### src/rtl/can_bsp_mon.sv
// CAN bit stream processor: TX stuffing, RX destuffing with stuff-error detection,
// and bus monitoring (bit error / arbitration loss) against the synchronised RX level.
module can_bsp_mon #(
  parameter int STUFF_LEN   = 5,
  parameter int SYNC_STAGES = 2
) (
  input  logic clk,
  input  logic rst,
  input  logic sample_point,
  input  logic tx_point,
  input  logic rx_in,
  input  logic tx_data_in,
  input  logic enable_tx_stuffing,
  input  logic enable_rx_stuffing,
  input  logic monitor_en,
  input  logic arb_field,
  input  logic ack_slot,
  input  logic err_clear,
  output logic tx_out,
  output logic tx_stall,
  output logic tx_ack,
  output logic rx_data_out,
  output logic rx_valid,
  output logic rx_stall,
  output logic stuff_err,
  output logic bit_err,
  output logic arb_lost
);

  localparam int CNT_W = $clog2(STUFF_LEN + 1);
  localparam logic [CNT_W-1:0] RUN_MAX = CNT_W'(STUFF_LEN);
  localparam logic [CNT_W-1:0] ONE     = CNT_W'(1);

  logic rx_s;
  genvar gi;

  // Synchroniser chain presets to recessive so reset never looks like a SOF edge.
  generate
    if (SYNC_STAGES == 0) begin : g_nosync
      assign rx_s = rx_in;
    end else begin : g_sync
      for (gi = 0; gi < SYNC_STAGES; gi++) begin : g_stage
        logic d_in;
        logic q;
        if (gi == 0) begin : g_first
          assign d_in = rx_in;
        end else begin : g_rest
          assign d_in = g_stage[gi-1].q;
        end
        always_ff @(posedge clk) begin
          if (rst) q <= 1'b1;
          else     q <= d_in;
        end
      end
      assign rx_s = g_stage[SYNC_STAGES-1].q;
    end
  endgenerate

  logic [CNT_W-1:0] tx_cnt_reg, tx_cnt_next;
  logic             tx_last_reg, tx_last_next;
  logic             tx_stuff_reg, tx_stuff_next;
  logic             tx_out_next, tx_ack_next, d_eff;

  always_comb begin
    d_eff         = arb_lost | tx_data_in;
    tx_out_next   = tx_out;
    tx_cnt_next   = tx_cnt_reg;
    tx_last_next  = tx_last_reg;
    tx_stuff_next = tx_stuff_reg;
    tx_ack_next   = 1'b0;
    if (tx_point) begin
      if (!enable_tx_stuffing) begin
        tx_out_next   = d_eff;
        tx_cnt_next   = '0;
        tx_last_next  = d_eff;
        tx_stuff_next = 1'b0;
        tx_ack_next   = 1'b1;
      end else if (tx_cnt_reg == RUN_MAX) begin
        tx_out_next   = ~tx_last_reg;
        tx_last_next  = ~tx_last_reg;
        tx_cnt_next   = ONE;
        tx_stuff_next = 1'b1;
      end else begin
        tx_out_next   = d_eff;
        tx_last_next  = d_eff;
        tx_stuff_next = 1'b0;
        tx_ack_next   = 1'b1;
        tx_cnt_next   = (tx_cnt_reg != '0 && d_eff == tx_last_reg) ? tx_cnt_reg + ONE : ONE;
      end
    end
  end

  logic [CNT_W-1:0] rx_cnt_reg, rx_cnt_next;
  logic             rx_last_reg, rx_last_next;
  logic             rx_data_next, rx_valid_next, rx_stall_next, stuff_set;

  always_comb begin
    rx_data_next  = rx_data_out;
    rx_cnt_next   = rx_cnt_reg;
    rx_last_next  = rx_last_reg;
    rx_valid_next = 1'b0;
    rx_stall_next = 1'b0;
    stuff_set     = 1'b0;
    if (sample_point) begin
      if (!enable_rx_stuffing) begin
        rx_data_next  = rx_s;
        rx_valid_next = ~stuff_err;
        rx_cnt_next   = '0;
        rx_last_next  = rx_s;
      end else if (rx_cnt_reg == RUN_MAX) begin
        if (rx_s != rx_last_reg) begin
          rx_stall_next = 1'b1;
          rx_last_next  = rx_s;
          rx_cnt_next   = ONE;
        end else begin
          stuff_set   = 1'b1;
          rx_cnt_next = '0;
        end
      end else begin
        rx_data_next  = rx_s;
        rx_valid_next = ~stuff_err;
        rx_last_next  = rx_s;
        rx_cnt_next   = (rx_cnt_reg != '0 && rx_s == rx_last_reg) ? rx_cnt_reg + ONE : ONE;
      end
    end
  end

  // A dominant bus under our recessive bit only loses arbitration for real data bits.
  logic mon_mismatch, recessive_lost, arb_set, bit_set;
  assign mon_mismatch   = sample_point & monitor_en & (rx_s != tx_out);
  assign recessive_lost = tx_out & ~rx_s;
  assign arb_set = mon_mismatch & recessive_lost & ~ack_slot & arb_field & ~tx_stuff_reg;
  assign bit_set = mon_mismatch & ~(recessive_lost & ack_slot) & ~arb_set;

  always_ff @(posedge clk) begin
    if (rst) begin
      tx_out       <= 1'b1;
      tx_stall     <= 1'b0;
      tx_ack       <= 1'b0;
      tx_cnt_reg   <= '0;
      tx_last_reg  <= 1'b1;
      tx_stuff_reg <= 1'b0;
      rx_data_out  <= 1'b1;
      rx_valid     <= 1'b0;
      rx_stall     <= 1'b0;
      rx_cnt_reg   <= '0;
      rx_last_reg  <= 1'b1;
      stuff_err    <= 1'b0;
      bit_err      <= 1'b0;
      arb_lost     <= 1'b0;
    end else begin
      tx_out       <= tx_out_next;
      tx_stall     <= enable_tx_stuffing && (tx_cnt_next == RUN_MAX);
      tx_ack       <= tx_ack_next;
      tx_cnt_reg   <= tx_cnt_next;
      tx_last_reg  <= tx_last_next;
      tx_stuff_reg <= tx_stuff_next;
      rx_data_out  <= rx_data_next;
      rx_valid     <= rx_valid_next;
      rx_stall     <= rx_stall_next;
      rx_cnt_reg   <= rx_cnt_next;
      rx_last_reg  <= rx_last_next;
      stuff_err    <= stuff_set | (stuff_err & ~err_clear);
      bit_err      <= bit_set   | (bit_err   & ~err_clear);
      arb_lost     <= arb_set   | (arb_lost  & ~err_clear);
    end
  end

endmodule

### config.mk
export PLATFORM = sky130hd
export DESIGN_NAME = can_bsp_mon
export DESIGN_NICKNAME = d
export VERILOG_FILES = /design/src/rtl/can_bsp_mon.sv
export SDC_FILE = /design/constraint.sdc
export NUM_CORES = 1
export LEC_CHECK = 0
export BUFFER_PORTS_ARGS = -buffer_cell sky130_fd_sc_hd__buf_2
export CAP_MARGIN = 20
export CORE_MARGIN = 1.5
export CORE_UTILIZATION = 47
export CTS_CLUSTER_SIZE = 8
export DETAILED_ROUTE_END_ITERATION = 8
export GPL_TIMING_DRIVEN = 0
export PLACE_DENSITY = 0.85
export SETUP_SLACK_MARGIN = 0.15
export SLEW_MARGIN = 20
export SYNTH_ARGS = -nofsm -noshare
export SYNTH_HDL_FRONTEND = slang
export SYNTH_SLANG_ARGS = --single-unit
### constraint.sdc
create_clock -name clk -period 1.4 [get_ports clk]
set_input_delay 0.14 -clock clk [delete_from_list [all_inputs] [get_ports clk]]
set_output_delay 0.14 -clock clk [all_outputs]
set_load 0.01 [all_outputs]
==> results of run 1 <==
-- how the worst max path moves through the flow --
stage	end	slack, ns	startpoint
after floorplan	tx_last_reg	0.14	tx_cnt_reg[1]
after global placement	tx_stall	0.08	tx_cnt_reg[0]
after detailed placement	tx_stall	0.05	tx_cnt_reg[0]
after CTS	tx_stall	0.03	tx_cnt_reg[1]
after global routing	tx_stall	-0.02	tx_cnt_reg[1]
final	tx_stall	0.04	tx_cnt_reg[1]
-- what timing repair did --
| item | CTS | global route |
|---|---|---|
| pin swaps | 3 | 10 |
| setup buffers | 0 | 2 |
| setup endpoints to repair | 9 | 9 |
| resized for setup | 9 | 18 |
-- final cells by class --
type / count / area share
Buffer: 4 / 0.0210
Inverter: 7 / 0.0250
Timing Repair Buffer: 21 / 0.0879
Tap cell: 27 / 0.0270
Clock buffer: 4 / 0.0210
Sequential cell: 19 / 0.319
Multi-Input combinational cell: 71 / 0.500
-- per-layer routing --
layer	part of all wire	wire length, microns
met3	0.024	55
met4	0.011	24
met1	0.44	997
met5	0	0
met2	0.52	1190
-- synthesized netlist by cell type --
| library cell | number | area [sq um] |
|---|---|---|
| and3b_1 | 1 | 8.76 |
| xnor2_2 | 1 | 16.3 |
| a32oi_1 | 2 | 17.5 |
| and4_1 | 1 | 8.76 |
| nor3_2 | 1 | 10.0 |
| o32ai_1 | 1 | 8.76 |
| ha_1 | 8 | 100 |
| clkbuf_1 | 2 | 7.51 |
| o21ai_0 | 1 | 5.00 |
| a211oi_2 | 1 | 12.5 |
| o21a_1 | 1 | 7.51 |
| nor2_1 | 5 | 18.8 |
| nor3_1 | 3 | 15.0 |
| a21boi_0 | 1 | 7.51 |
| nor3b_1 | 1 | 7.51 |
| dfxtp_1 | 19 | 380 |
| nand3b_1 | 2 | 15.0 |
| o221ai_2 | 1 | 15.0 |
| inv_1 | 7 | 26.3 |
| and3_1 | 2 | 12.5 |
| o22a_2 | 1 | 10.0 |
| nand2b_1 | 6 | 37.5 |
| and2_1 | 1 | 6.26 |
| a21oi_1 | 8 | 40.0 |
| a311o_1 | 1 | 10.0 |
| a211o_1 | 2 | 17.5 |
| nand2_1 | 3 | 11.3 |
| nand4b_1 | 2 | 17.5 |
| and4b_1 | 1 | 10.0 |
| nor3b_2 | 1 | 12.5 |
| nand3_1 | 2 | 10.0 |
| or2_2 | 2 | 12.5 |
| nor2b_1 | 3 | 18.8 |
| a31oi_1 | 1 | 6.26 |
| o211ai_1 | 2 | 15.0 |
| buf_6 | 1 | 11.3 |
| mux2i_1 | 1 | 10.0 |
| clkbuf_4 | 1 | 7.51 |
| nand4_1 | 1 | 6.26 |
-- cell usage in the layout (no fill, tap or decap), types with 2 or more instances in the layout --
| master | count |
|---|---|
| a21oi_1 | 8 |
| o211ai_1 | 2 |
| clkbuf_1 | 3 |
| nor2_1 | 4 |
| nand2b_1 | 5 |
| inv_4 | 2 |
| nor3_2 | 2 |
| inv_2 | 2 |
| dfxtp_4 | 4 |
| nand4b_1 | 2 |
| dfxtp_1 | 12 |
| a32oi_1 | 2 |
| or2_2 | 2 |
| ha_4 | 4 |
| ha_1 | 3 |
| buf_4 | 2 |
| nand3b_1 | 2 |
| nor3_1 | 2 |
| buf_2 | 19 |
| a211o_1 | 2 |
| inv_1 | 3 |
| nand2_1 | 2 |
| clkbuf_4 | 4 |
| nor2b_1 | 3 |
| dfxtp_2 | 3 |
-- worst reg2reg max path, delay by kind of cell (launching register included) --
| family | cells | cell delay (ns) |
|---|---|---|
| simple gates | 2 | 0.37 |
| flops | 1 | 0.39 |
| buf+inv | 1 | 0.06 |
| fa+ha+maj | 1 | 0.16 |
| compound gates | 2 | 0.33 |
-- logic make-up after synthesis --
family	after synthesis	share of synthesized area
xor gates and xnor gates	1	0.0168
muxes	1	0.0103
AOI/OAI and AO/OA	23	0.178
and+or+nand+nor	38	0.246
DFF	19	0.392
adders and majority gates	8	0.103
buffers and inverters	11	0.0541
-- power groups by stage --
stage / Combinational (uW) / Clock, uW / Sequential (uW)
floorplan: 75.0 / 0 / 585
global placement: 117 / 0 / 582
detailed placement: 122 / 0 / 584
CTS: 127 / 284 / 570
global route: 162 / 313 / 571
finish: 149 / 291 / 569
-- stage by stage --
stage,total power (uW),util
4_1_cts,981,0.594
2_1_floorplan,660,-
3_3_place_gp,700,0.571
5_1_grt,1050,0.638
6_report,1010,0.638
3_5_place_dp,706,0.571
==> impl_metrics.toml, run 1 <==
[route]
firstDrtPassIters = 4
first_iter_violations = 23
wl_per_cell_microns = 14.8
route.detailed.drc = 0
vias_per_cell = 5.73
num_vias = 876
ant_nets = 0
totalWireLength_microns = 2260

[clock_network]
clkTransAtPathRegs_ns = 0.11
h-tree-depth = 1
cts_buffer_depth = 2
ctsHoldBuffers = 0
clock_latency_ns = 0.31
numCtsBuffers = 3
cts_tree = "built"
cts_root_buf = "clkbuf_4"
cts_sinks = 19

[worst_setup_path]
crit_buf_inv = 1
crit_fanout = 3
worstReg2RegEnd = "tx_stall"
slowest_delay_ns = 0.39
reg2reg_depth = 6
cp.depth = 6
crit_chain = "inv_4, ha_4, nor3b_2, o221ai_2, a211oi_2, and4b_1"
slowest_stage = "dfxtp_2"
cp-start-kind = "register"
cp_top_family = "flip-flops"
critPathCaptureType = "register"
required_ns = 1.66
critPathArrivalTime_ns = 1.62
setup.worst_path.class = "reg2reg"
rrSetupSlack_ns = 0.04
r2r-start = "tx_cnt_reg[1]"

[global_routing]
grt_max_degree = 11
grt_util_met3 = 0.0309
grt_first_pass_wirelength_microns = 3490
grt.busiest_layer = "met2"
grt_overflow = 0
use_met1 = 0.218
antenna_found_initial = 0
globalRouteTotalUtil = 0.190
grt_pass1_vias = 838
use_met2 = 0.345

[outcome]
run_status = "finished clean"

[final_layout]
area_delta_synth_final_pct = 29.0
drive_gt1_frac = 0.452
multi_input_area_sq_um = 626
design_area_sq_mm = 0.00125
final_nets = 147
ff_latch_area_sq_um = 399
final_cells = 153
insertedDiodeCount = 0
nFillCells = 174

[floorplan]
num_rows = 16
core-area_sq_mm = 0.00196
ios = 21
start_util = 0.495
fp.dieH_microns = 48.5
die_area_sq_mm = 0.00235
die_w_microns = 48.5

[power]
p_sw_uw = 273
seqPwrFrac = 0.564
power_density_mw_per_mm2 = 806
ir_drop_mv = 0.475
combPwrFrac = 0.148
pwr-share-clk = 0.288
leakage_uw = 0.000508
swShare = 0.270
internal_power_uw = 736

[placement]
gp_congestion = 0.740
portBuffers = 19
dp_hpwl_microns = 1470
place_inst = 147
dpl_cell_area_sq_mm = 0.00112
pre_cts_ws_ns = 0.0531

[worst_hold_path]
whs_path_depth = 2
min_to = "tx_cnt_reg[2]"
hp-class = "in2reg"
min_from = "rst"

[synth]
syn_avg_cell_area_sq_um = 9.61
synth-seq-area-share = 0.392
yosys_warnings = 0
synthDistinctLibCells = 39
synth-seq-cells = 19
syn_nets = 121
syn-instance-count = 101
synth_area_sq_um = 971

[sta]
finalSetupViolCount = 0
worst_pin_slew_ns = 0.484
setup_ws_ns = 0.0427
timing.final.crit_share = 0.969
slew_headroom = 0.677
finalCriticalPeriod_ns = 1.36
holdWs_ns = 0.0105
drv_slew = 0
rsz0062_at_grt = "true"
max_freq_mhz = 737
hold_violations = 0
fin_skew_ns = 0.00876
fin_tns_setup_ns = 0

[run]
drv_cap = 0
Note: power is estimated with default switching activity, not from simulation.
==> inputs of run 2 (changes only) <==
--- a/config.mk
+++ b/config.mk
@@ -8,11 +8,11 @@
 export BUFFER_PORTS_ARGS = -buffer_cell sky130_fd_sc_hd__buf_2
 export CAP_MARGIN = 20
 export CORE_MARGIN = 1.5
-export CORE_UTILIZATION = 47
+export CORE_UTILIZATION = 30
 export CTS_CLUSTER_SIZE = 8
 export DETAILED_ROUTE_END_ITERATION = 8
 export GPL_TIMING_DRIVEN = 0
-export PLACE_DENSITY = 0.85
+export PLACE_DENSITY = 0.62
 export SETUP_SLACK_MARGIN = 0.15
 export SLEW_MARGIN = 20
 export SYNTH_ARGS = -nofsm -noshare
==> run 2 against run 1 <==
Register-to-register slack lost 0.02 ns. Sequential share of layout area fell by 2.5 points. Total power increased by 2.2%. Fmax decreased by 1.5%. Routed wire length fell by 4.9%. Sequential cell count unchanged. Die area rose by 53%. Critical path type unchanged. Combinational power increased by 3%. Non-clock buffer count up 5. Clock-buffer cell count is 1 lower.
==> impl_metrics.toml, run 2 (synthesis gave the netlist of run 1 again) <==
[outcome]
run_status = "finished clean"

[clock_network]
clock_latency_ns = 0.32
cts_tree = "built"
clkTransAtPathRegs_ns = 0.13
cts_buffer_depth = 2
numCtsBuffers = 3
h-tree-depth = 1
cts_root_buf = "clkbuf_4"
cts_sinks = 19

[global_routing]
globalRouteTotalUtil = 0.133
grt_util_met3 = 0.0455
grt_pass1_vias = 865
use_met2 = 0.233
antenna_found_initial = 0
grt_max_degree = 12
grt_overflow = 0
grt_first_pass_wirelength_microns = 3640
use_met1 = 0.153
grt.busiest_layer = "met2"

[sta]
finalSetupViolCount = 0
fin_skew_ns = 0.00973
rsz0062_at_grt = "true"
fin_tns_setup_ns = 0
holdWs_ns = 0.0382
max_freq_mhz = 726
slew_headroom = 0.671
finalCriticalPeriod_ns = 1.38
hold_violations = 0
timing.final.crit_share = 0.984
drv_slew = 0
worst_pin_slew_ns = 0.493

[worst_setup_path]
crit_fanout = 3
startpoint = "tx_cnt_reg[1]"
setup.worst_path.class = "reg2reg"
required_ns = 1.66
crit_chain = "inv_4, ha_4, nor3b_2, o221ai_2, a211oi_2, and4b_1"
cp-start-kind = "register"
critPathCaptureType = "register"
slowest_delay_ns = 0.39
slowest_stage = "dfxtp_4"
r2r-start = "tx_cnt_reg[1]"
critPathArrivalTime_ns = 1.64
rrSetupSlack_ns = 0.02

[floorplan]
ios = 21
start_util = 0.318
core-area_sq_mm = 0.00305
fp.dieH_microns = 59.9
num_rows = 20
die_area_sq_mm = 0.00359
die_w_microns = 59.9

[route]
wl_per_cell_microns = 12.3
route.detailed.drc = 0
totalWireLength_microns = 2150
num_vias = 852
ant_nets = 0
vias_per_cell = 4.87
first_iter_violations = 15
firstDrtPassIters = 4

[final_layout]
insertedDiodeCount = 0
final_nets = 152
drive_gt1_frac = 0.496
nFillCells = 323
mostFrequentLayoutCells = "buf_2, dfxtp_1, a21oi_1"
area_delta_synth_final_pct = 39.0
mostFrequentLayoutCell = "buf_2"

[power]
total_power_uw = 1030
ir_drop_mv = 0.499
leakage_uw = 0.000547
power_density_mw_per_mm2 = 764

[placement]
dp_hpwl_microns = 1430
portBuffers = 19
gp_congestion = 0.846

[worst_hold_path]
min_from = "rst"
hp-class = "in2reg"

[run]
drv_cap = 0
## run 2: per-stage QoR
stage / instances / setup slack, ns / utilization / area (sq um)
2_1_floorplan: 101 / 0.140 / - / 991
3_3_place_gp: 164 / 0.0515 / 0.374 / 1140
3_5_place_dp: 164 / 0.0272 / 0.374 / 1140
4_1_cts: 173 / -0.0175 / 0.404 / 1230
5_1_grt: 175 / -0.0679 / 0.442 / 1350
6_report: 175 / 0.0224 / 0.442 / 1350
## run 2: power breakdown
part | switching (uW) | internal [uW]
sequential | 18.2 | 553
combinational | 75.5 | 78.5
clock | 199 | 107
## run 2: path summary, 6_finish.rpt
check	cells after the start	to
worst max register to register	6	tx_stall
worst min register to register	1	g_sync.g_stage[1].q
worst min-delay path	2	rx_last_reg
worst max-delay path	6	tx_stall
## run 2: cell type report
| class | count | area (sq um) | share of cell area |
|---|---|---|---|
| multi-input combinational | 71 | 657 | 0.487 |
| clock buffer | 3 | 22.5 | 0.0167 |
| inverter | 7 | 33.8 | 0.0250 |
| sequential | 19 | 397 | 0.294 |
| clock inverter | 1 | 5.00 | 0.00371 |
| tap | 44 | 55.1 | 0.0408 |
| timing repair buffer | 26 | 154 | 0.114 |
| buffer | 4 | 26.3 | 0.0195 |
## run 2: what timing repair did
item                                   CTS  global route
setup endpoints to repair                8            12
hold buffers                             0             1
buffers inserted                         5             1
resized for setup                        8            24
endpoints found under the hold margin    0             1
pin swaps                                7            10
## run 2: worst max-delay path, delay by kind of cell, from the launching register on
family	cells	cell delay [ns]
flops	1	0.39
simple gates	2	0.37
compound gates	2	0.33
fa+ha+maj	1	0.16
buf+inv	1	0.05
## run 2: layer usage
metal	wire (microns)	up-vias
li1	-	420
met1	926	406
met2	1090	20
met3	107	6
met4	28	0
met5	0	-
==> inputs of run 3 (changes only) <==
--- a/config.mk
+++ b/config.mk
@@ -13,7 +13,6 @@
 export DETAILED_ROUTE_END_ITERATION = 8
 export GPL_TIMING_DRIVEN = 0
 export PLACE_DENSITY = 0.62
-export SETUP_SLACK_MARGIN = 0.15
 export SLEW_MARGIN = 20
 export SYNTH_ARGS = -nofsm -noshare
 export SYNTH_HDL_FRONTEND = slang
==> run 3 against run 2 <==
Die area unchanged. Total power down 6.0%. Largest cell class unchanged. Global-route usage down 1.8 points. Combinational power down 20%. Sequential power about the same. Routed wire length down 14%. Final cell count down 3.4%. Via count down 7.5%. Core utilization down 5.1 points.
==> impl_metrics.toml, run 3 (synthesis gave the netlist of run 1 again) <==
[outcome]
run_status = "finished clean"

[power]
combPwrFrac = 0.127
leakage_uw = 0.000493
power_density_mw_per_mm2 = 812
ir_drop_mv = 0.265
internal_power_uw = 721
swShare = 0.256
pwr-share-clk = 0.284
seqPwrFrac = 0.589
p_sw_uw = 248

[sta]
slew_headroom = 0.670
fin_skew_ns = 0.00283
worst_pin_slew_ns = 0.495
hold_violations = 0
setup_ws_ns = 0.0492
timing.final.crit_share = 0.965
rsz0062_at_grt = "true"
finalCriticalPeriod_ns = 1.35
drv_slew = 0
fin_tns_setup_ns = 0
finalSetupViolCount = 0
max_freq_mhz = 740

[route]
vias_per_cell = 4.66
totalWireLength_microns = 1850
ant_nets = 0
wl_per_cell_microns = 10.9
route.detailed.drc = 0
firstDrtPassIters = 4
num_vias = 788
first_iter_violations = 48

[global_routing]
grt_overflow = 0
grt_max_degree = 12
antenna_found_initial = 0
grt_pass1_vias = 748
globalRouteTotalUtil = 0.115
grt_first_pass_wirelength_microns = 3130

[worst_setup_path]
slowest_stage = "dfxtp_2"
critPathCaptureType = "register"
slowest_delay_ns = 0.36
crit_fanout = 3
required_ns = 1.64
cp-start-kind = "register"
critPathArrivalTime_ns = 1.59
setup.worst_path.class = "reg2reg"
crit_chain = "inv_2, ha_4, nor3b_2, o221ai_2, a211oi_2, and4b_1"

[floorplan]
ios = 21
num_rows = 20
die_w_microns = 59.9
core-area_sq_mm = 0.00305
fp.dieH_microns = 59.9
start_util = 0.318
die_area_sq_mm = 0.00359

[final_layout]
insertedDiodeCount = 0
mostFrequentLayoutCell = "buf_2"
mostFrequentLayoutCells = "buf_2, dfxtp_1, a21oi_1"
drive_gt1_frac = 0.368
design_area_sq_mm = 0.00119
area_delta_synth_final_pct = 22.9
nFillCells = 323
final_nets = 146

[placement]
dpl_cell_area_sq_mm = 0.00112
dp_hpwl_microns = 1400
portBuffers = 19
gp_congestion = 0.718
pre_cts_ws_ns = -0.0764

[clock_network]
ctsHoldBuffers = 0
cts_tree = "built"
cts_buffer_depth = 2
clock_latency_ns = 0.29
h-tree-depth = 1
cts_root_buf = "clkbuf_4"
clkTransAtPathRegs_ns = 0.11
numCtsBuffers = 3
cts_sinks = 19

[run]
drv_cap = 0

[worst_hold_path]
hp-class = "in2reg"
## run 3: changes by cell type in the layout (fill, tap and decap cells not counted), sizes merged
cell and change:
dlygate4sd3 -1, buf -5
## run 3: what timing repair did
item | in CTS | in global routing
setup endpoints to repair | 2 | 3
resized for setup | 5 | 9
buffers inserted | 0 | 1
pin swaps | 3 | 2
## run 3: power groups by stage
stage                     clock network (uW)  logic (uW)  registers, uW
after floorplan                            0        73.1            584
after global placement                     0         116            582
after detailed placement                   0         119            582
after CTS                                289         121            570
after global routing                     315         138            574
final                                    275         123            571
## run 3: worst paths after layout
kind | startpoint | to | slack, ns | cells after the start
max | tx_cnt_reg[1] | tx_stall | 0.05 | 6
min reg2reg | g_sync.g_stage[0].q | g_sync.g_stage[1].q | 0.42 | 1
max reg2reg | tx_cnt_reg[1] | tx_stall | 0.05 | 6
min | rx_in | g_sync.g_stage[0].q | 0.03 | 2
## run 3: metal layers
layer,part of all wire,up-vias,track usage
met5,0,-,0
met3,0.037,2,0.0195
met1,0.45,357,0.146
met2,0.50,16,0.185
li1,-,413,-
met4,0.015,0,0.0571
## run 3: area by class of cell
| cell class | instances | area (sq um) | share of cell area |
|---|---|---|---|
| clock inverter | 1 | 5.00 | 0.00419 |
| buffer | 4 | 26.3 | 0.0220 |
| sequential | 19 | 388 | 0.325 |
| tap | 44 | 55.1 | 0.0461 |
| multi-input combinational | 71 | 568 | 0.476 |
| inverter | 7 | 26.3 | 0.0220 |
| timing repair buffer | 20 | 103 | 0.0860 |
| clock buffer | 3 | 22.5 | 0.0189 |
## run 3: critical path: cells and delay by family (launching register included)
kind / cells / cell delay, ns
adder cells (fa/ha/maj): 1 / 0.16
buffers and inverters: 1 / 0.06
AO/OA/AOI/OAI: 2 / 0.31
AND/OR/NAND/NOR: 2 / 0.41
flip-flops: 1 / 0.36
## run 3: stage by stage
| stage | cells | total power (uW) | util | hold WS, ns |
|---|---|---|---|---|
| after floorplan | 101 | 657 | - | 0.232 |
| after global placement | 164 | 698 | 0.367 | 0.329 |
| after detailed placement | 164 | 701 | 0.367 | 0.333 |
| after CTS | 168 | 981 | 0.380 | 0.0199 |
| after global routing | 169 | 1030 | 0.391 | 0.00971 |
| final | 169 | 969 | 0.391 | 0.0267 |
